## src/rtl/farm_pkg.sv

```systemverilog
// Shared definitions for the multi-zone farm controller: actuator and sensor
// slot indices, crop threshold table and the actuator state encoding.
package farm_pkg;

  // Actuator bit positions inside a zone's 4-bit act field
  localparam int PUMP   = 0;
  localparam int HEATER = 1;
  localparam int FAN    = 2;
  localparam int LAMP   = 3;
  localparam int N_ACT  = 4;

  // Sensor slot positions inside a zone's sensor field
  localparam int S_TEMP  = 0;
  localparam int S_HUM   = 1;
  localparam int S_LIGHT = 2;
  localparam int S_SOIL  = 3;

  // Nibble positions inside one profile row of the threshold table
  localparam int TH_T_LO  = 0;
  localparam int TH_T_HI  = 1;
  localparam int TH_L_LO  = 2;
  localparam int TH_L_HI  = 3;
  localparam int TH_S_LO  = 4;
  localparam int TH_S_HI  = 5;
  localparam int TH_H_ON  = 6;
  localparam int TH_H_OFF = 7;

  // One 32-bit row per crop, nibble k holds threshold k (4-bit scale).
  // Row order: [0] radish, [1] basil, [2] lettuce, [3] tomato.
  localparam logic [3:0][31:0] THR_TBL = {
    32'hAC96_A8A8,  // tomato : T 8/10 L 8/10 S 6/9  H 12/10
    32'hBDA7_8675,  // lettuce: T 5/7  L 6/8  S 7/10 H 13/11
    32'h9B96_97B9,  // basil  : T 9/11 L 7/9  S 6/9  H 11/9
    32'hAC85_7586   // radish : T 6/8  L 5/7  S 5/8  H 12/10
  };

  typedef enum logic [1:0] {
    ST_OFF   = 2'd0,
    ST_ON    = 2'd1,
    ST_FAULT = 2'd2
  } act_state_e;

  // Hysteresis request pair driving one actuator FSM
  typedef struct packed {
    logic on_req;
    logic off_req;
  } act_req_t;

  function automatic logic [3:0] thr_nib(input logic [1:0] prof, input int idx);
    logic [31:0] row;
    row = THR_TBL[prof];
    return row[idx*4 +: 4];
  endfunction

endpackage

```

## src/rtl/farm_actuator_fsm.sv

```systemverilog
// One hysteresis actuator: OFF/ON/FAULT state, minimum dwell between
// transitions, override kill and an optional on-time watchdog (pump only).
module farm_actuator_fsm
  import farm_pkg::*;
#(
  parameter int MIN_DWELL   = 16,
  parameter int PUMP_MAX_ON = 1024,
  parameter bit WDOG_EN     = 1'b0
) (
  input  logic     clk,
  input  logic     rst_n,
  input  logic     ena,
  input  logic     override,
  input  logic     fault_clr,
  input  act_req_t req,
  output logic     act,
  output logic     fault
);

  localparam int DW_W = $clog2(MIN_DWELL + 1);
  localparam int OT_W = $clog2(PUMP_MAX_ON + 1);
  localparam logic [DW_W-1:0] DWELL_LD = DW_W'(MIN_DWELL);
  localparam logic [OT_W-1:0] OT_MAX   = OT_W'(PUMP_MAX_ON);

  act_state_e      state_q, state_d;
  logic [DW_W-1:0] dwell_q, dwell_d;
  logic [OT_W-1:0] ontime_q, ontime_d;
  logic            act_q, act_d;
  logic            fault_q, fault_d;
  logic            dwell_done;

  // The counter reaching zero on this very edge counts as expired, so two
  // transitions land exactly MIN_DWELL edges apart.
  assign dwell_done = (dwell_q <= DW_W'(1));

  // Next-state, dwell and on-time computation
  always_comb begin
    state_d  = state_q;
    dwell_d  = dwell_q;
    ontime_d = ontime_q;
    if (dwell_q != '0) dwell_d = dwell_q - 1'b1;
    if (override) begin
      // Kill ON immediately; FAULT survives (fault_clr waits for release)
      dwell_d  = '0;
      ontime_d = '0;
      if (state_q == ST_ON) state_d = ST_OFF;
    end else begin
      unique case (state_q)
        ST_OFF: begin
          if (req.on_req && dwell_done) begin
            state_d  = ST_ON;
            dwell_d  = DWELL_LD;
            ontime_d = '0;
          end
        end
        ST_ON: begin
          if (WDOG_EN) ontime_d = ontime_q + 1'b1;
          // Timeout beats the dwell gate and any off request
          if (WDOG_EN && (ontime_d == OT_MAX)) begin
            state_d  = ST_FAULT;
            dwell_d  = DWELL_LD;
            ontime_d = '0;
          end else if (req.off_req && dwell_done) begin
            state_d  = ST_OFF;
            dwell_d  = DWELL_LD;
            ontime_d = '0;
          end
        end
        ST_FAULT: begin
          if (fault_clr) begin
            state_d = ST_OFF;
            dwell_d = DWELL_LD;
          end
        end
        default: state_d = ST_OFF;
      endcase
    end
    act_d   = (state_d == ST_ON);
    fault_d = (state_d == ST_FAULT);
  end

  // State and registered outputs; ena low freezes everything
  always_ff @(posedge clk or negedge rst_n) begin
    if (!rst_n) begin
      state_q  <= ST_OFF;
      dwell_q  <= '0;
      ontime_q <= '0;
      act_q    <= 1'b0;
      fault_q  <= 1'b0;
    end else if (ena) begin
      state_q  <= state_d;
      dwell_q  <= dwell_d;
      ontime_q <= ontime_d;
      act_q    <= act_d;
      fault_q  <= fault_d;
    end
  end

  assign act   = act_q;
  assign fault = fault_q;

endmodule

```

## src/rtl/farm_zone_ctrl.sv

```systemverilog
// Multi-zone actuator controller: registers sensor/profile samples, derives
// per-actuator hysteresis requests from the crop table and runs one FSM per
// actuator per zone.
module farm_zone_ctrl
  import farm_pkg::*;
#(
  parameter int N_ZONES     = 2,
  parameter int SENSOR_W    = 4,
  parameter int MIN_DWELL   = 16,
  parameter int PUMP_MAX_ON = 1024
) (
  input  logic                            clk,
  input  logic                            rst_n,
  input  logic                            ena,
  input  logic                            override,
  input  logic                            sample_valid,
  input  logic [N_ZONES*4*SENSOR_W-1:0]   sensors,
  input  logic [N_ZONES*2-1:0]            profile,
  input  logic                            fault_clr,
  output logic [N_ZONES*4-1:0]            act,
  output logic [N_ZONES-1:0]              fault
);

  logic [N_ZONES-1:0][3:0][SENSOR_W-1:0] smp_q, smp_d;
  logic [N_ZONES-1:0][1:0]               prof_q, prof_d;

  // 4-bit table threshold placed in the top nibble of a SENSOR_W reading
  function automatic logic [SENSOR_W-1:0] scale(input logic [3:0] t);
    return SENSOR_W'(t) << (SENSOR_W - 4);
  endfunction

  // Sample capture select
  always_comb begin
    smp_d  = smp_q;
    prof_d = prof_q;
    if (sample_valid && ena) begin
      smp_d  = sensors;
      prof_d = profile;
    end
  end

  // Sample registers; decisions only ever see this copy
  always_ff @(posedge clk or negedge rst_n) begin
    if (!rst_n) begin
      smp_q  <= '0;
      prof_q <= '0;
    end else begin
      smp_q  <= smp_d;
      prof_q <= prof_d;
    end
  end

  for (genvar z = 0; z < N_ZONES; z++) begin : g_zone
    logic [SENSOR_W-1:0]  temp, hum, light, soil;
    logic [1:0]           p;
    act_req_t [N_ACT-1:0] req;

    assign temp  = smp_q[z][S_TEMP];
    assign hum   = smp_q[z][S_HUM];
    assign light = smp_q[z][S_LIGHT];
    assign soil  = smp_q[z][S_SOIL];
    assign p     = prof_q[z];

    // Hysteresis requests; between thresholds neither is raised
    always_comb begin
      req                 = '0;
      req[HEATER].on_req  = temp  <  scale(thr_nib(p, TH_T_LO));
      req[HEATER].off_req = temp  >= scale(thr_nib(p, TH_T_HI));
      req[LAMP].on_req    = light <  scale(thr_nib(p, TH_L_LO));
      req[LAMP].off_req   = light >= scale(thr_nib(p, TH_L_HI));
      req[PUMP].on_req    = soil  <  scale(thr_nib(p, TH_S_LO));
      req[PUMP].off_req   = soil  >= scale(thr_nib(p, TH_S_HI));
      req[FAN].on_req     = hum   >= scale(thr_nib(p, TH_H_ON));
      req[FAN].off_req    = hum   <  scale(thr_nib(p, TH_H_OFF));
    end

    for (genvar a = 0; a < N_ACT; a++) begin : g_act
      if (a == PUMP) begin : g_pump
        farm_actuator_fsm #(
          .MIN_DWELL  (MIN_DWELL),
          .PUMP_MAX_ON(PUMP_MAX_ON),
          .WDOG_EN    (1'b1)
        ) u_fsm (
          .clk      (clk),
          .rst_n    (rst_n),
          .ena      (ena),
          .override (override),
          .fault_clr(fault_clr),
          .req      (req[a]),
          .act      (act[z*4+a]),
          .fault    (fault[z])
        );
      end else begin : g_aux
        logic fault_unused;
        farm_actuator_fsm #(
          .MIN_DWELL  (MIN_DWELL),
          .PUMP_MAX_ON(PUMP_MAX_ON),
          .WDOG_EN    (1'b0)
        ) u_fsm (
          .clk      (clk),
          .rst_n    (rst_n),
          .ena      (ena),
          .override (override),
          .fault_clr(fault_clr),
          .req      (req[a]),
          .act      (act[z*4+a]),
          .fault    (fault_unused)
        );
      end
    end
  end

endmodule

```

## config.mk

```make
export PLATFORM = sky130hd
export DESIGN_NAME = farm_zone_ctrl
export DESIGN_NICKNAME = d
export VERILOG_FILES = /design/src/rtl/farm_pkg.sv /design/src/rtl/farm_actuator_fsm.sv /design/src/rtl/farm_zone_ctrl.sv
export SDC_FILE = /design/constraint.sdc
export NUM_CORES = 1
export LEC_CHECK = 0
export BUFFER_PORTS_ARGS = -buffer_cell sky130_fd_sc_hd__buf_2
export CAP_MARGIN = 15
export CORE_MARGIN = 1.5
export CORE_UTILIZATION = 55
export CTS_BUF_LIST = sky130_fd_sc_hd__clkbuf_8
export CTS_CLUSTER_DIAMETER = 50
export DETAILED_ROUTE_END_ITERATION = 12
export HOLD_SLACK_MARGIN = 0.15
export PLACE_DENSITY = 0.77
export SLEW_MARGIN = 25
export SYNTH_ARGS = -nofsm -noshare
export SYNTH_HDL_FRONTEND = slang
export SYNTH_SLANG_ARGS = --single-unit
```

## constraint.sdc

```tcl
create_clock -name clk -period 3.7 [get_ports clk]
set_input_delay 0.37 -clock clk [delete_from_list [all_inputs] [get_ports clk]]
set_output_delay 0.37 -clock clk [all_outputs]
set_load 0.005 [all_outputs]
```

### After elaboration in Yosys (flattened, before gate mapping)

Index checks and enable logic that the tools add are counted.

| word-level totals | value |
|---|---|
| bits of input ports | 42 |
| logic and storage cells | 259 |
| register bits | 124 |
| output and inout port bits | 10 |

| cells by class | value |
|---|---|
| $lt $le $gt $ge | 26 |
| equality and inequality tests | 30 |
| $add $sub $neg | 10 |
| reduce and logical (&&, ||, !) cells | 37 |
| multiplexer cells | 118 |

Operators by type and width:

| operator | count |
|---|---|
| 2-to-1 mux 5 bit | 42 |
| 2-to-1 mux 11 bit | 12 |
| binary-select mux 32 bit (select 2 bit) | 2 |
| one-hot mux 5 bit (3 select lines) | 8 |
| 2-to-1 mux 2 bit | 42 |
| 2-to-1 mux 32 bit | 2 |
| one-hot mux 2 bit (3 select lines) | 8 |
| one-hot mux 11 bit (2 select lines) | 2 |
| <= comparator 5 x 1 -> 1 bit, second input constant | 8 |
| nonzero test 5 bit | 8 |
| subtractor 5 x 1 -> 5 bit, second input constant | 8 |
| == test 2 x 1 -> 1 bit, second input constant | 16 |
| >= comparator 4 bit | 8 |
| < comparator 4 bit | 8 |
| adder 11 x 1 -> 11 bit, second input constant | 2 |
| == test 11 bit, second input constant | 2 |
| == test 2 bit, second input constant | 10 |
| logical AND 1 bit | 17 |
| logical NOT 2 bit | 8 |
| < comparator 2 x 3 -> 1 bit, second input constant | 2 |
| inequality test 3 x 2 -> 1 bit, second input constant | 2 |
| AND reduction 3 bit | 2 |
| nonzero test 3 bit | 2 |

### Logic depth before layout (Yosys ltp)

Gate-level depths: netlist (run 1).

| depth | value |
|---|---|
| depth in word-level cells | 9 |
| mapped depth | 11 |
| depth with buffers taken out | 11 |

### Modules after synthesis

From an unflattened synthesis (run 1), not the netlist that was laid out.

| second synthesis, totals | value |
|---|---|
| cells, all modules | 830 |
| area, all modules | 8538.2 µm² |

By module, submodules not included:

| module | instances | cells each | sequential area each (µm²) | area an instance (µm²) |
|---|---|---|---|---|
| farm_actuator_fsm at g_zone[0].g_act[1].g_aux.u_fsm ... | 6 | 54 | 225.2 | 564.3 |
| farm_zone_ctrl | 1 | 220 | 900.9 | 2605.0 |
| farm_actuator_fsm at g_zone[0].g_act[0].g_pump.u_fsm ... | 2 | 143 | 500.5 | 1273.7 |

### Worst setup path before layout (run 1)

OpenSTA, ideal clock, no wires.

| timing path | value |
|---|---|
| kind | reg-to-reg |
| start point | register prof_q (netlist bit g_zone[1].p[0]) |
| end point | register g_zone[1].g_act[2].g_aux.u_fsm.dwell_q[1] |
| data required time | 3.618 ns |
| clock period less this slack | 2.568 ns |
| arrival time | 2.486 ns |
| setup time | 0.082 ns |
| cell stages (with the launch flop) | 11 |
| buffers on the path | 0 |
| setup slack | 1.132 ns |
| path through | dfrtp_1 > inv_1 > ha_1 > ha_1 > nand2b_1 > a21o_1 > a21oi_1 > and4bb_1 > o21ba_2 > or3_1 > o22ai_1 |

| between the ends | value |
|---|---|
| cells in the longest elaborated chain, start to end | 7 |
| elaborated cells on any way between the ends | 10 |
| those cells by class | order compare: 2; mux: 6; reduce/logical: 2 |

Ends and longest elaborated chain:

| what | line | text |
|---|---|---|
| from (decl) | farm_zone_ctrl.sv:25 | `logic [N_ZONES-1:0][1:0] prof_q, prof_d;` |
| from (signal assigned) | farm_zone_ctrl.sv:49 | `prof_q <= prof_d;` |
| binary-select mux 32 bit (select 2 bit) * | farm_pkg.sv:51 | `row = THR_TBL[prof];` |
| 2-to-1 mux 32 bit * | -- |  |
| < comparator 4 bit / >= comparator 4 bit (equally long branches) | farm_zone_ctrl.sv:74, farm_zone_ctrl.sv:73 |  |
| logical AND 1 bit, on equally long branches | farm_actuator_fsm.sv:63, farm_actuator_fsm.sv:50 |  |
| 2-to-1 mux 5 bit, on equally long branches | farm_actuator_fsm.sv:63, farm_actuator_fsm.sv:50 |  |
| one-hot mux 5 bit (3 select lines) * | farm_actuator_fsm.sv:48 | `unique case (state_q)` |
| 2-to-1 mux 5 bit * | farm_actuator_fsm.sv:42 | `if (override) begin` |
| to (signal assigned) | farm_actuator_fsm.sv:92 | `dwell_q <= dwell_d;` |
| to (decl) | farm_actuator_fsm.sv:26 | `logic [DW_W-1:0] dwell_q, dwell_d;` |

Every way passes the cells marked *; elsewhere a longest branch is shown, timed or not. The select of a mux whose other input is x is not followed.
A chain may end at the register's enable or synchronous reset.

### Final worst setup path (run 1)

Ends and elaborated chain as after synthesis.

==> results of run 1 <==
==> synth_stat cells, types with 3 or more instances <==
master	number	share of area, %
dfrtp_1	124	38
nand2_1	84	3.9
ha_1	81	13
inv_1	72	3.3
nor2_1	68	3.1
o21ai_0	55	3.4
mux2_2	37	5.1
a21oi_1	32	2.0
o21ai_1	25	1.5
nand3_1	22	1.4
nand2b_1	20	1.5
nor3_1	19	1.2
clkbuf_1	17	0.79
a31oi_1	13	1.0
o21a_1	12	1.1
nor2b_1	11	0.85
buf_4	10	0.93
o31ai_1	10	0.93
and3_1	8	0.62
a21o_1	6	0.56
nor4_1	6	0.46
a22o_1	5	0.54
a311oi_1	5	0.54
and2_1	5	0.39
buf_1	5	0.23
mux2i_1	5	0.62
o211ai_1	5	0.46
o22a_1	5	0.54
o22ai_1	5	0.39
o2bb2ai_1	5	0.54
a211o_1	4	0.43
a21boi_0	4	0.37
nor3b_1	4	0.37
buf_2	3	0.19
nand3b_1	3	0.28
nor3_2	3	0.37
o211a_1	3	0.37
o41ai_1	3	0.32
or3_1	3	0.23
xnor2_1	3	0.32
==> power by group through the flow <==
stage	clock network [mW]	logic, mW	registers [mW]
floorplan	0	1.72	1.91
global placement	0	2.06	2.00
detailed placement	0	2.12	2.00
CTS	1.26	2.17	1.99
global route	1.32	2.49	2.04
finish	1.24	2.18	1.99
==> worst paths after layout <==
check / start / end / cells after the start
hold / removal: sensors[7] / g_zone[0].hum[3] / 2
min in group asynchronous: rst_n / g_zone[0].g_act[0].g_pump.u_fsm.ontime_q[2] / 2
max in group asynchronous: rst_n / g_zone[1].g_act[0].g_pump.u_fsm.dwell_q[4] / 3
setup reg to reg: g_zone[1].p[0] / g_zone[1].g_act[2].g_aux.u_fsm.dwell_q[1] / 10
setup / recovery: g_zone[1].p[0] / g_zone[1].g_act[2].g_aux.u_fsm.dwell_q[1] / 10
hold reg to reg: g_zone[1].g_act[0].g_pump.u_fsm.fault / g_zone[1].g_act[0].g_pump.u_fsm.fault / 1
==> worst max-delay path: stages (launching register included) <==
cell,delay [ps]
dfrtp_1,420
inv_1,120
ha_1,370
ha_1,280
nand2b_1,140
a21o_1,170
a21oi_1,120
and4bb_1,230
o21ba_2,250
or3_1,430
o22ai_1,180
==> cell families after synthesis <==
logic type	count (synthesis)	synth area share, %
AOI/OAI and AO/OA	240	20.9
xor gates and xnor gates	4	0.432
adders and majority gates	81	12.5
buffers and inverters	107	5.46
DFF	124	38.3
muxes	42	5.76
and+or+nand+nor	270	16.7
==> state kept, by name, indices dropped and copies added (netlist names) <==
register and count:
g_zone.g_act.g_pump.u_fsm.ontime_q 22, g_zone.g_act.g_pump.u_fsm.fault 2, g_zone.g_act.g_pump.u_fsm.dwell_q 10, g_zone.temp 8, g_zone.g_act.g_pump.u_fsm.act 2, g_zone.hum 8, g_zone.p 4, g_zone.light 8
g_zone.g_act.g_aux.u_fsm.state_q 12, g_zone.g_act.g_aux.u_fsm.dwell_q 30, g_zone.g_act.g_aux.u_fsm.act 6, g_zone.soil 8, g_zone.g_act.g_pump.u_fsm.state_q 4
==> placed cells by master, fill, tap and decap left out, types with 6 or more instances in the layout <==
master / instances
nor3_1: 19
buf_4: 8
nor4_1: 6
a21oi_1: 32
dlygate4sd3_1: 33
inv_1: 76
nand2_1: 84
nand3_1: 22
clkbuf_8: 20
o31ai_1: 10
dfrtp_1: 124
nor2_1: 68
and3_1: 8
nor2b_1: 11
o21a_1: 12
ha_1: 81
mux2_2: 37
a31oi_1: 13
a21o_1: 6
o21ai_1: 25
nand2b_1: 20
o21ai_0: 55
buf_2: 50
==> metal layers <==
layer  global-route usage (%)  part of all wire, %
met5                        0                    0
met2                     38.6                   48
met3                     4.73                  3.1
met4                     8.45                  1.8
met1                     32.2                   47
==> cell type report <==
type / count / area (sq um) / area share (%)
inverter: 72 / 270 / 2.93
multi-input combinational: 637 / 4560 / 49.4
clock buffer: 20 / 275 / 2.98
tap: 184 / 230 / 2.49
clock inverter: 11 / 128 / 1.38
sequential: 124 / 3100 / 33.6
timing repair buffer: 93 / 672 / 7.27
==> summary.md, run 1 <==
| Metric | Value |
|---|---|
| Drt pass-1 iters | `5` |
| Reg2reg setup slack | `900 ps` |
| I/O pins | `52` |
| Sequential share of the synthesized area | `38.3%` |
| Core Area | `14500 sq um` |
| Clock-pin slew on the worst setup and hold paths | `70 ps` |
| Post-synthesis async set-or-reset flop share | `100%` |
| Setup crit start kind | `flop` |
| Post-CTS Setup Inserts | `0` |
| Placed insts | `1077` |
| Yosys reg bits | `124` |
| Power Density | `586 nW/um^2` |
| Post-layout power | `5.41 mW` |
| Share of cells above drive strength 1 | `15.7%` |
| Nets@finish | `1068` |
| Mean Syn Cell Area | `9.34 sq um` |
| Die area | `15500 sq um` |
| GRT overflow | `0` |
| HPWL Detailed | `11800 um` |
| Synthesized instance count | `868` |
| DR iter-0 viols | `425` |
| Comb pwr share | `40.3%` |
| Slew Viols, Final | `0` |
| TritonCTS Sinks | `124` |
| Post-Syn Area | `8110 sq um` |
| Netlist cell types | `84` |
| Vias in the first global route | `6369` |
| Final Hold Viols | `0` |
| Total internal power | `3.33 mW` |
| Final hold slack | `164 ps` |
| Max Cap Viol | `0` |
| CTS tree | `done` |
| Synth-to-Final Area Change | `14.0%` |
| Switching component of the power | `2.08 mW` |
| F_max | `357 MHz` |
| Worst-Margin Slew | `801 ps` |
| Worst hold path class | `input port to flop` |
| # resized after CTS | `0` |
| Tcrit/Tclk final | `75.6%` |
| Die height | `124 um` |
| Static leakage | `4.30 nW` |
| RSZ-0062 raised after global routing | `no` |
| Pre-CTS WS | `935 ps` |
| DP Area | `8500 sq um` |
| DRT antenna net count | `0` |
| Run status | `completed` |
| Initial antenna violation count | `0` |
| Final Cell Area | `9240 sq um` |
| Finished Layout Cells | `1141` |
| Maximum root-to-sink buffer count | `2` |
| Final Setup Violations | `0` |
| Post-synth EDFFs | `0` |
| Crit path arrival time | `3160 ps` |
| Yosys warning count | `0` |
| Synth Flop Type | `dfrtp_1` |
| WL per Instance | `15.3 um` |
| Worst Path Required | `4070 ps` |
| Sw frac | `38.4%` |
| Largest net degree at the start of global routing | `79` |
| Row cnt | `44` |
| Fin util | `63.8%` |
| Hold buffer count at CTS | `32` |
| Setup Crit Path Kind | `flop to flop` |
| Fillers | `1140` |
| Minimum clock period | `2800 ps` |
| Skew-Pair Late Insertion Delay | `450 ps` |
| Slew headroom | `46.4%` |
| Die width | `124 um` |
| Gpl congestion | `0.872` |
| Setup Skew | `7.58 ps` |
| Maximum VDD drop | `339 uV` |
| Crit-path max FO | `6` |
| Remaining DRCs | `0` |
| First-pass GRT wire length | `30500 um` |
| Via count | `6523` |
| Vias per std cell | `5.72` |
| Clock network power share | `22.9%` |
| Final setup margin | `903 ps` |
| Diodes inserted | `0` |
| Port buffer count | `51` |
| Net Count, Synth | `991` |
| Detailed Route WL | `17500 um` |
| Critical path endpoint category | `flop` |
| CTS Buf Count | `17` |
| Clk root buf | `clkbuf_8` |
| H-Tree Depth | `4` |
| Sum Neg Setup Slack | `0 ps` |
| Flop pwr share | `36.8%` |
| Global Route Usage Sum | `23.9%` |
| Initial Utilization | `56.0%` |
Power figures use the tool's default switching activity.
==> run 2, diff against run 1 <==
--- a/config.mk
+++ b/config.mk
@@ -5,6 +5,7 @@
 export SDC_FILE = /design/constraint.sdc
 export NUM_CORES = 1
 export LEC_CHECK = 0
+export ABC_AREA = 1
 export BUFFER_PORTS_ARGS = -buffer_cell sky130_fd_sc_hd__buf_2
 export CAP_MARGIN = 15
 export CORE_MARGIN = 1.5
==> constraint.sdc (replaced) <==
create_clock -name clk -period 2.8 [get_ports clk]
set_input_delay 0.28 -clock clk [delete_from_list [all_inputs] [get_ports clk]]
set_output_delay 0.28 -clock clk [all_outputs]
set_load 0.005 [all_outputs]
==> run 2 against run 1 <==
Global-route usage grew 0.77 points. Largest cell class unchanged. Clock power rose by 20%. Combinational power is 51% higher. Sequential power increased by 27%. Critical endpoint is now g_zone[1].g_act[3].g_aux.u_fsm.dwell_q[0]. Cell area is 3.3% higher. Power grew 35%.
==> summary.md, run 2 <==
| Metric | Value |
|---|---|
| Critical path cell sequence | `inv_1, ha_1, inv_1, ha_1, inv_1, nor2_1, o21ai_0, nand2_1, a21oi_1, nand2_1, nand2_1, nand3_1, nand4_1, o21ai_0 (was inv_1, ha_1, ha_1, nand2b_1, a21o_1, a21oi_1, and4bb_1, o21ba_2, or3_1, o22ai_1)` |
| Flip-flop count of the largest register after layout | `30 (unchanged)` |
| Synth-to-Final Area Change | `13.4% (was 14.0%)` |
| Drt pass-1 iters | `5 (unchanged)` |
| Most frequent cells in the layout | `nand2_1, inv_1, dfrtp_1 (was dfrtp_1, nand2_1, ha_1)` |
| Initial Utilization | `55.8% (was 56.0%)` |
| Post-CTS Setup Inserts | `0 (unchanged)` |
| Slew Viols, Final | `0 (unchanged)` |
| CTS tree | `done (unchanged)` |
| I/O pins | `52 (unchanged)` |
| Minimum clock period | `2400 ps (was 2800 ps)` |
| Core Area | `15100 sq um (was 14500 sq um)` |
| Clk root buf | `clkbuf_8 (unchanged)` |
| Skew-Pair Late Insertion Delay | `450 ps (about the same)` |
| Die area | `16100 sq um (was 15500 sq um)` |
| Crit-path max FO | `5 (was 6)` |
| Sequential share of the synthesized area | `36.9% (was 38.3%)` |
| Vias in the first global route | `7065 (was 6369)` |
| Global Route Usage Sum | `24.7% (was 23.9%)` |
| Worst Path Required | `3120 ps (was 4070 ps)` |
| Synth Flop Type | `dfrtp_1 (unchanged)` |
| Worst hold path class | `input port to async pin (was input port to flop)` |
| Most common cell after layout, fill and taps aside | `nand2_1 (was dfrtp_1)` |
| Post-synthesis async set-or-reset flop share | `100% (unchanged)` |
| Hold buffer count at CTS | `37 (was 32)` |
| RSZ-0062 raised after global routing | `no (unchanged)` |
| DR iter-0 viols | `493 (was 425)` |
| Detailed Route WL | `18400 um (was 17500 um)` |
| Final Setup Violations | `0 (unchanged)` |
| H-Tree Depth | `4 (unchanged)` |
| Yosys top cell by area | `dfrtp_1 (unchanged)` |
| Critical path's slowest cell | `dfrtp_1 (was or3_1)` |
| Netlist cell types | `37 (was 84)` |
| TritonCTS Sinks | `124 (unchanged)` |
| Tcrit/Tclk final | `85.6% (was 75.6%)` |
| # resized after CTS | `0 (unchanged)` |
| Share of cells above drive strength 1 | `12.1% (was 15.7%)` |
| Setup Skew | `10.3 ps (was 7.58 ps)` |
| Max Cap Viol | `0 (unchanged)` |
| GRT overflow | `0 (unchanged)` |
| Maximum root-to-sink buffer count | `2 (unchanged)` |
| Row cnt | `45 (was 44)` |
| Remaining DRCs | `0 (unchanged)` |
| Post-layout power | `7.30 mW (was 5.41 mW)` |
| Clock-pin slew on the worst setup and hold paths | `80 ps (was 70 ps)` |
| Static leakage | `4.86 nW (was 4.30 nW)` |
| Synthesized instance count | `1118 (was 868)` |
| DRT antenna net count | `0 (unchanged)` |
| Power Density | `765 nW/um^2 (was 586 nW/um^2)` |
| Top cells by count, synth | `nand2_1, inv_1, dfrtp_1 (was dfrtp_1, nand2_1, ha_1)` |
| Top post-synthesis cells by area | `dfrtp_1, nand2_1, ha_1 (was dfrtp_1, ha_1, mux2_2)` |
| Post-Syn Area | `8420 sq um (was 8110 sq um)` |
| Initial antenna violation count | `0 (unchanged)` |
| Top reg by flops | `g_zone.g_act.g_aux.u_fsm.dwell_q (unchanged)` |
| Vias per std cell | `5.22 (was 5.72)` |
| Die width | `127 um (was 124 um)` |
| Via count | `7308 (was 6523)` |
| First-pass GRT wire length | `32200 um (was 30500 um)` |
| Gpl congestion | `0.862 (was 0.872)` |
| Net Count, Synth | `1241 (was 991)` |
| Maximum VDD drop | `430 uV (was 339 uV)` |
| Mean Syn Cell Area | `7.53 sq um (was 9.34 sq um)` |
| Yosys warning count | `0 (unchanged)` |
| Die height | `127 um (was 124 um)` |
| Run status | `completed (unchanged)` |
| Post-synth EDFFs | `0 (unchanged)` |
| Slew headroom | `61.4% (was 46.4%)` |
| Largest regs | `g_zone.g_act.g_aux.u_fsm.dwell_q (30), g_zone.g_act.g_pump.u_fsm.ontime_q (22), g_zone.g_act.g_aux.u_fsm.state_q (12) (unchanged)` |
| Worst-Margin Slew | `578 ps (was 801 ps)` |
| F_max | `417 MHz (was 357 MHz)` |
| Port buffer count | `51 (unchanged)` |
| HPWL Detailed | `13100 um (was 11800 um)` |
| CTS Buf Count | `17 (unchanged)` |
| Max incr delay on CP | `400 ps (was 430 ps)` |
| Diodes inserted | `0 (unchanged)` |
| Top-count cell post-synth | `nand2_1 (was dfrtp_1)` |
| Largest net degree at the start of global routing | `52 (was 79)` |
| Setup Crit Path Kind | `flop to flop (unchanged)` |
| Final Hold Viols | `0 (unchanged)` |
| Sum Neg Setup Slack | `0 ps (unchanged)` |
| Reg2Reg Depth | `14 (was 10)` |
| Nets@finish | `1322 (was 1068)` |
| Critical path endpoint category | `flop (unchanged)` |
| Area share of the largest cell type after synthesis | `36.9% (was 38.3%)` |
| Yosys reg bits | `124 (unchanged)` |
| Setup crit start kind | `flop (unchanged)` |
| Fillers | `1292 (was 1140)` |
| WL per Instance | `13.1 um (was 15.3 um)` |
| Crit path arrival time | `2710 ps (was 3160 ps)` |
==> run 2: path summary, 6_finish.rpt <==
| kind | startpoint | endpoint | slack [ps] |
|---|---|---|---|
| min reg2reg | g_zone[0].g_act[1].g_aux.u_fsm.act | g_zone[0].g_act[1].g_aux.u_fsm.act | 480 |
| min in group clk | ena | g_zone[1].g_act[1].g_aux.u_fsm.state_q[0] | 270 |
| max reg2reg | g_zone[1].p[0] | g_zone[1].g_act[3].g_aux.u_fsm.dwell_q[0] | 400 |
| max in group asynchronous | rst_n | g_zone[0].light[2] | 1900 |
| max | g_zone[1].p[0] | g_zone[1].g_act[3].g_aux.u_fsm.dwell_q[0] | 400 |
| min | rst_n | g_zone[1].g_act[0].g_pump.u_fsm.ontime_q[7] | 220 |
==> run 2: cell type report <==
| type | instances | area [sq um] | area share [%] |
|---|---|---|---|
| inverters | 156 | 586 | 6.13 |
| multi-input cells | 805 | 4560 | 47.7 |
| well taps | 188 | 235 | 2.46 |
| clock inverters | 12 | 97.6 | 1.02 |
| flip-flops and latches | 124 | 3100 | 32.5 |
| clock buffers | 20 | 275 | 2.88 |
| repair buffers | 95 | 693 | 7.26 |
==> run 2: routing by layer <==
metal,up-vias,GRT usage [%],part of all wire [%]
li1,3782,-,-
met1,3365,33.4,48
met2,144,40.9,47
met3,17,3.96,3.6
met4,0,8.29,1.1
met5,-,0,0
==> run 2: worst max-delay path: cells and delay by family (launching register included) <==
family / cells / cell delay (ps)
fa+ha+maj: 2 / 640
flops: 1 / 400
simple gates: 6 / 520
compound gates: 3 / 470
buf+inv: 3 / 240
==> run 2: through the flow <==
stage          hold slack (ps)  setup slack, ps  std cells  cell area, sq um  util (%)
6_report                   221              404       1400              9550      63.3
5_1_grt                    236              156       1400              9550      63.3
4_1_cts                    208              386       1400              9550      63.3
3_5_place_dp               148              431       1331              8800      58.3
3_3_place_gp               150              528       1331              8800      58.3
2_1_floorplan            -15.6              803       1118              8420         -
==> run 2: power breakdown <==
part	internal [mW]	switching (mW)	leakage [nW]
logic	1.29	2.00	3.07
clock network	0.760	0.729	0.188
registers	2.17	0.348	1.60
==> run 2: cells by family (layout without fill, tap and decap cells) <==
group / Yosys count / count (layout) / share of synthesized area (%)
simple gates: 501 / 501 / 25.5
buf+inv: 189 / 283 / 9.02
compound gates: 180 / 180 / 11.5
flops: 124 / 124 / 36.9
fa+ha+maj: 81 / 81 / 12.0
xor+xnor: 22 / 22 / 2.29
mux: 21 / 21 / 2.81
==> run 3, diff against run 2 <==
--- a/config.mk
+++ b/config.mk
@@ -9,12 +9,12 @@
 export BUFFER_PORTS_ARGS = -buffer_cell sky130_fd_sc_hd__buf_2
 export CAP_MARGIN = 15
 export CORE_MARGIN = 1.5
-export CORE_UTILIZATION = 55
+export CORE_UTILIZATION = 45
 export CTS_BUF_LIST = sky130_fd_sc_hd__clkbuf_8
 export CTS_CLUSTER_DIAMETER = 50
 export DETAILED_ROUTE_END_ITERATION = 12
 export HOLD_SLACK_MARGIN = 0.15
-export PLACE_DENSITY = 0.77
+export PLACE_DENSITY = 0.66
 export SLEW_MARGIN = 25
 export SYNTH_ARGS = -nofsm -noshare
 export SYNTH_HDL_FRONTEND = slang
==> run 3 against run 2 <==
The flow now finishes with violations (DRC). Clock-buffer cell count shrank 1. Wire length grew 0.22%. Via count decreased by 2.4%. Global-route usage shrank 4.6 points. Setup slack better by 15 ps.
==> summary.md, run 3 (synthesis results as in run 2) <==
| Metric | Value |
|---|---|
| Top reg by flops | `g_zone.g_act.g_aux.u_fsm.dwell_q (unchanged)` |
| Flip-flop count of the largest register after layout | `30 (unchanged)` |
| Slew headroom | `60.9% (was 61.4%)` |
| Die height | `140 um (was 127 um)` |
| Cell family with most CP delay | `simple AND/OR/NAND/NOR gates (was adder cells)` |
| GR Util met3 | `4.34% (was 3.96%)` |
| Post-layout power | `7.70 mW (was 7.30 mW)` |
| Detailed Route WL | `18400 um (about the same)` |
| Tcrit/Tclk final | `85.0% (was 85.6%)` |
| Global Route Usage Sum | `20.1% (was 24.7%)` |
| Largest net degree at the start of global routing | `55 (was 52)` |
| HPWL Detailed | `13100 um (about the same)` |
| Placed insts | `1371 (was 1331)` |
| Reg2reg end | `g_zone[1].g_act[0].g_pump.u_fsm.ontime_q[7] (was g_zone[1].g_act[3].g_aux.u_fsm.dwell_q[0])` |
| Port buffer count | `51 (unchanged)` |
| Vias per std cell | `4.95 (was 5.22)` |
| Maximum root-to-sink buffer count | `2 (unchanged)` |
| I/O pins | `52 (unchanged)` |
| Worst-Margin Slew | `583 ps (was 578 ps)` |
| CTS tree | `done (unchanged)` |
| Crit path arrival time | `2740 ps (was 2710 ps)` |
| Finished Layout Cells | `1440 (was 1400)` |
| Minimum clock period | `2380 ps (was 2400 ps)` |
| Critical path's slowest cell | `dfrtp_1 (unchanged)` |
| Run status | `finished, violations left (was completed)` |
| Core Area | `18100 sq um (was 15100 sq um)` |
| Failing checks | `DRC` |
| Critical path cell sequence | `inv_1, ha_1, inv_1, ha_1, o21ai_0, nand2_1, nand2_1, nor2_1, nor3_2, nand2_1, nor2_2, nand2_1, o21ai_0 (was inv_1, ha_1, inv_1, ha_1, inv_1, nor2_1, o21ai_0, nand2_1, a21oi_1, nand2_1, nand2_1, nand3_1, nand4_1, o21ai_0)` |
| Remaining DRCs | `1 (was 0)` |
| TritonCTS Sinks | `124 (unchanged)` |
| DR iter-0 viols | `413 (was 493)` |
| Drt pass-1 iters | `9 (was 5)` |
| Max Cap Viol | `0 (unchanged)` |
| Initial antenna violation count | `0 (unchanged)` |
| Sum Neg Setup Slack | `0 ps (unchanged)` |
| Worst hold path class | `input port to flop (was input port to async pin)` |
| Final Cell Area | `9700 sq um (was 9550 sq um)` |
| Reg2reg setup slack | `420 ps (was 400 ps)` |
| Clock-pin slew on the worst setup and hold paths | `80 ps (about the same)` |
| WL per Instance | `12.8 um (was 13.1 um)` |
| Diodes inserted | `0 (unchanged)` |
| Largest regs | `g_zone.g_act.g_aux.u_fsm.dwell_q (30), g_zone.g_act.g_pump.u_fsm.ontime_q (22), g_zone.g_act.g_aux.u_fsm.state_q (12) (unchanged)` |
| Slew Viols, Final | `0 (unchanged)` |
| Top Usage Layer GRT | `met2 (unchanged)` |
| Via count | `7130 (was 7308)` |
| Most common cell after layout, fill and taps aside | `nand2_1 (unchanged)` |
| Critical path endpoint category | `flop (unchanged)` |
| GR Util met1 | `27.2% (was 33.4%)` |
| Crit. Startpoint | `g_zone[1].p[0] (unchanged)` |
| Synth-to-Final Area Change | `15.2% (was 13.4%)` |
| Final Setup Violations | `0 (unchanged)` |
| Min-Delay Endpoint | `g_zone[0].g_act[0].g_pump.u_fsm.state_q[0]` |
| Vias in the first global route | `6764 (was 7065)` |
| Maximum VDD drop | `491 uV (was 430 uV)` |
| Most frequent cells in the layout | `nand2_1, inv_1, dfrtp_1 (unchanged)` |
| CP bufs+invs | `2 (was 3)` |
| Area occupied by registers | `3100 sq um (unchanged)` |
| Initial Utilization | `46.4% (was 55.8%)` |
| Reg2Reg Depth | `13 (was 14)` |
| Most used cell, CP | `nand2_1` |
| Skew-Pair Late Insertion Delay | `450 ps (about the same)` |
| Multi-input gate area in the final layout | `4560 sq um (unchanged)` |
| # resized after CTS | `0 (unchanged)` |
| First-pass GRT wire length | `32000 um (was 32200 um)` |
| CTS Buf Count | `17 (unchanged)` |
| Static leakage | `4.90 nW (was 4.86 nW)` |
| Pre-CTS WS | `447 ps (was 431 ps)` |
| Worst r2r src | `g_zone[1].p[0] (unchanged)` |
| Crit-path max FO | `7 (was 5)` |
| GRT overflow | `0 (unchanged)` |
| Die area | `19500 sq um (was 16100 sq um)` |
| RSZ-0062 raised after global routing | `no (unchanged)` |
| Fillers | `1672 (was 1292)` |
| Worst Path Required | `3160 ps (was 3120 ps)` |
| Share of cells above drive strength 1 | `12.1% (about the same)` |
| Final Hold Viols | `0 (unchanged)` |
| Row cnt | `49 (was 45)` |
| Setup Crit Path Kind | `flop to flop (unchanged)` |
| DRT antenna net count | `0 (unchanged)` |
| F_max | `420 MHz (was 417 MHz)` |
| Setup Skew | `11.9 ps (was 10.3 ps)` |
| Setup crit start kind | `flop (unchanged)` |
| Power Density | `794 nW/um^2 (was 765 nW/um^2)` |
| H-Tree Depth | `4 (unchanged)` |
| Clk root buf | `clkbuf_8 (unchanged)` |
| Final setup margin | `419 ps (was 404 ps)` |
| Die width | `140 um (was 127 um)` |
| DP Area | `8850 sq um (was 8800 sq um)` |
| Nets@finish | `1321 (was 1322)` |
| Hold-critical path depth | `3` |
| Origin of the worst min-delay path | `ena` |
| Gpl congestion | `0.858 (was 0.862)` |
| Max incr delay on CP | `420 ps (was 400 ps)` |
| Met2 Track Usage GR | `33.0% (was 40.9%)` |
## run 3: through the flow
step	hold WS (ps)	utilization (%)
after floorplan	-15.6	-
after global placement	281	48.8
after detailed placement	286	48.8
after CTS	185	53.4
after global routing	204	53.4
final	208	53.4
## run 3: repair_timing
item / in CTS / in global routing
endpoints found under the hold margin: 88 / 0
buffers inserted: 0 / 0
hold buffers: 37 / 0
## run 3: area by class of cell
| type | count | share of cell area [%] |
|---|---|---|
| clock buffers | 19 | 2.70 |
| clock inverters | 13 | 2.21 |
| inverters | 156 | 6.04 |
| multi-input cells | 805 | 47.0 |
| flip-flops and latches | 124 | 32.0 |
| well taps | 229 | 2.96 |
| repair buffers | 94 | 7.11 |
## run 3: worst max-delay path by stage
stage                                                   to  slack (ps)  cells past startpoint
2_1_floorplan    g_zone[1].g_act[3].g_aux.u_fsm.dwell_q[0]         800                     14
3_3_place_gp     g_zone[1].g_act[1].g_aux.u_fsm.dwell_q[2]         540                     12
3_5_place_dp   g_zone[1].g_act[0].g_pump.u_fsm.ontime_q[6]         450                     13
4_1_cts              g_zone[0].g_act[0].g_pump.u_fsm.fault         410                     14
5_1_grt        g_zone[0].g_act[0].g_pump.u_fsm.ontime_q[6]         150                     12
6_report       g_zone[1].g_act[0].g_pump.u_fsm.ontime_q[7]         420                     13
## run 3: worst register-to-register path: cells and delay by family, from the launching register on
| family | cells | cell delay (ps) |
|---|---|---|
| adder cells (fa/ha/maj) | 2 | 470 |
| AO/OA/AOI/OAI | 2 | 180 |
| flip-flops | 1 | 420 |
| AND/OR/NAND/NOR | 7 | 1030 |
| buffers and inverters | 2 | 220 |
## run 3: power by group
group	internal, mW	leakage (nW)	switching, mW
Sequential	2.17	1.60	0.341
Clock	1.11	0.232	0.792
Combinational	1.29	3.07	1.99
Total	4.57	4.90	3.12
## run 3: routing by layer
metal	wire length, um	vias up
met4	157	0
met1	9290	3219
met5	0	-
met3	642	18
met2	8360	115
li1	-	3778
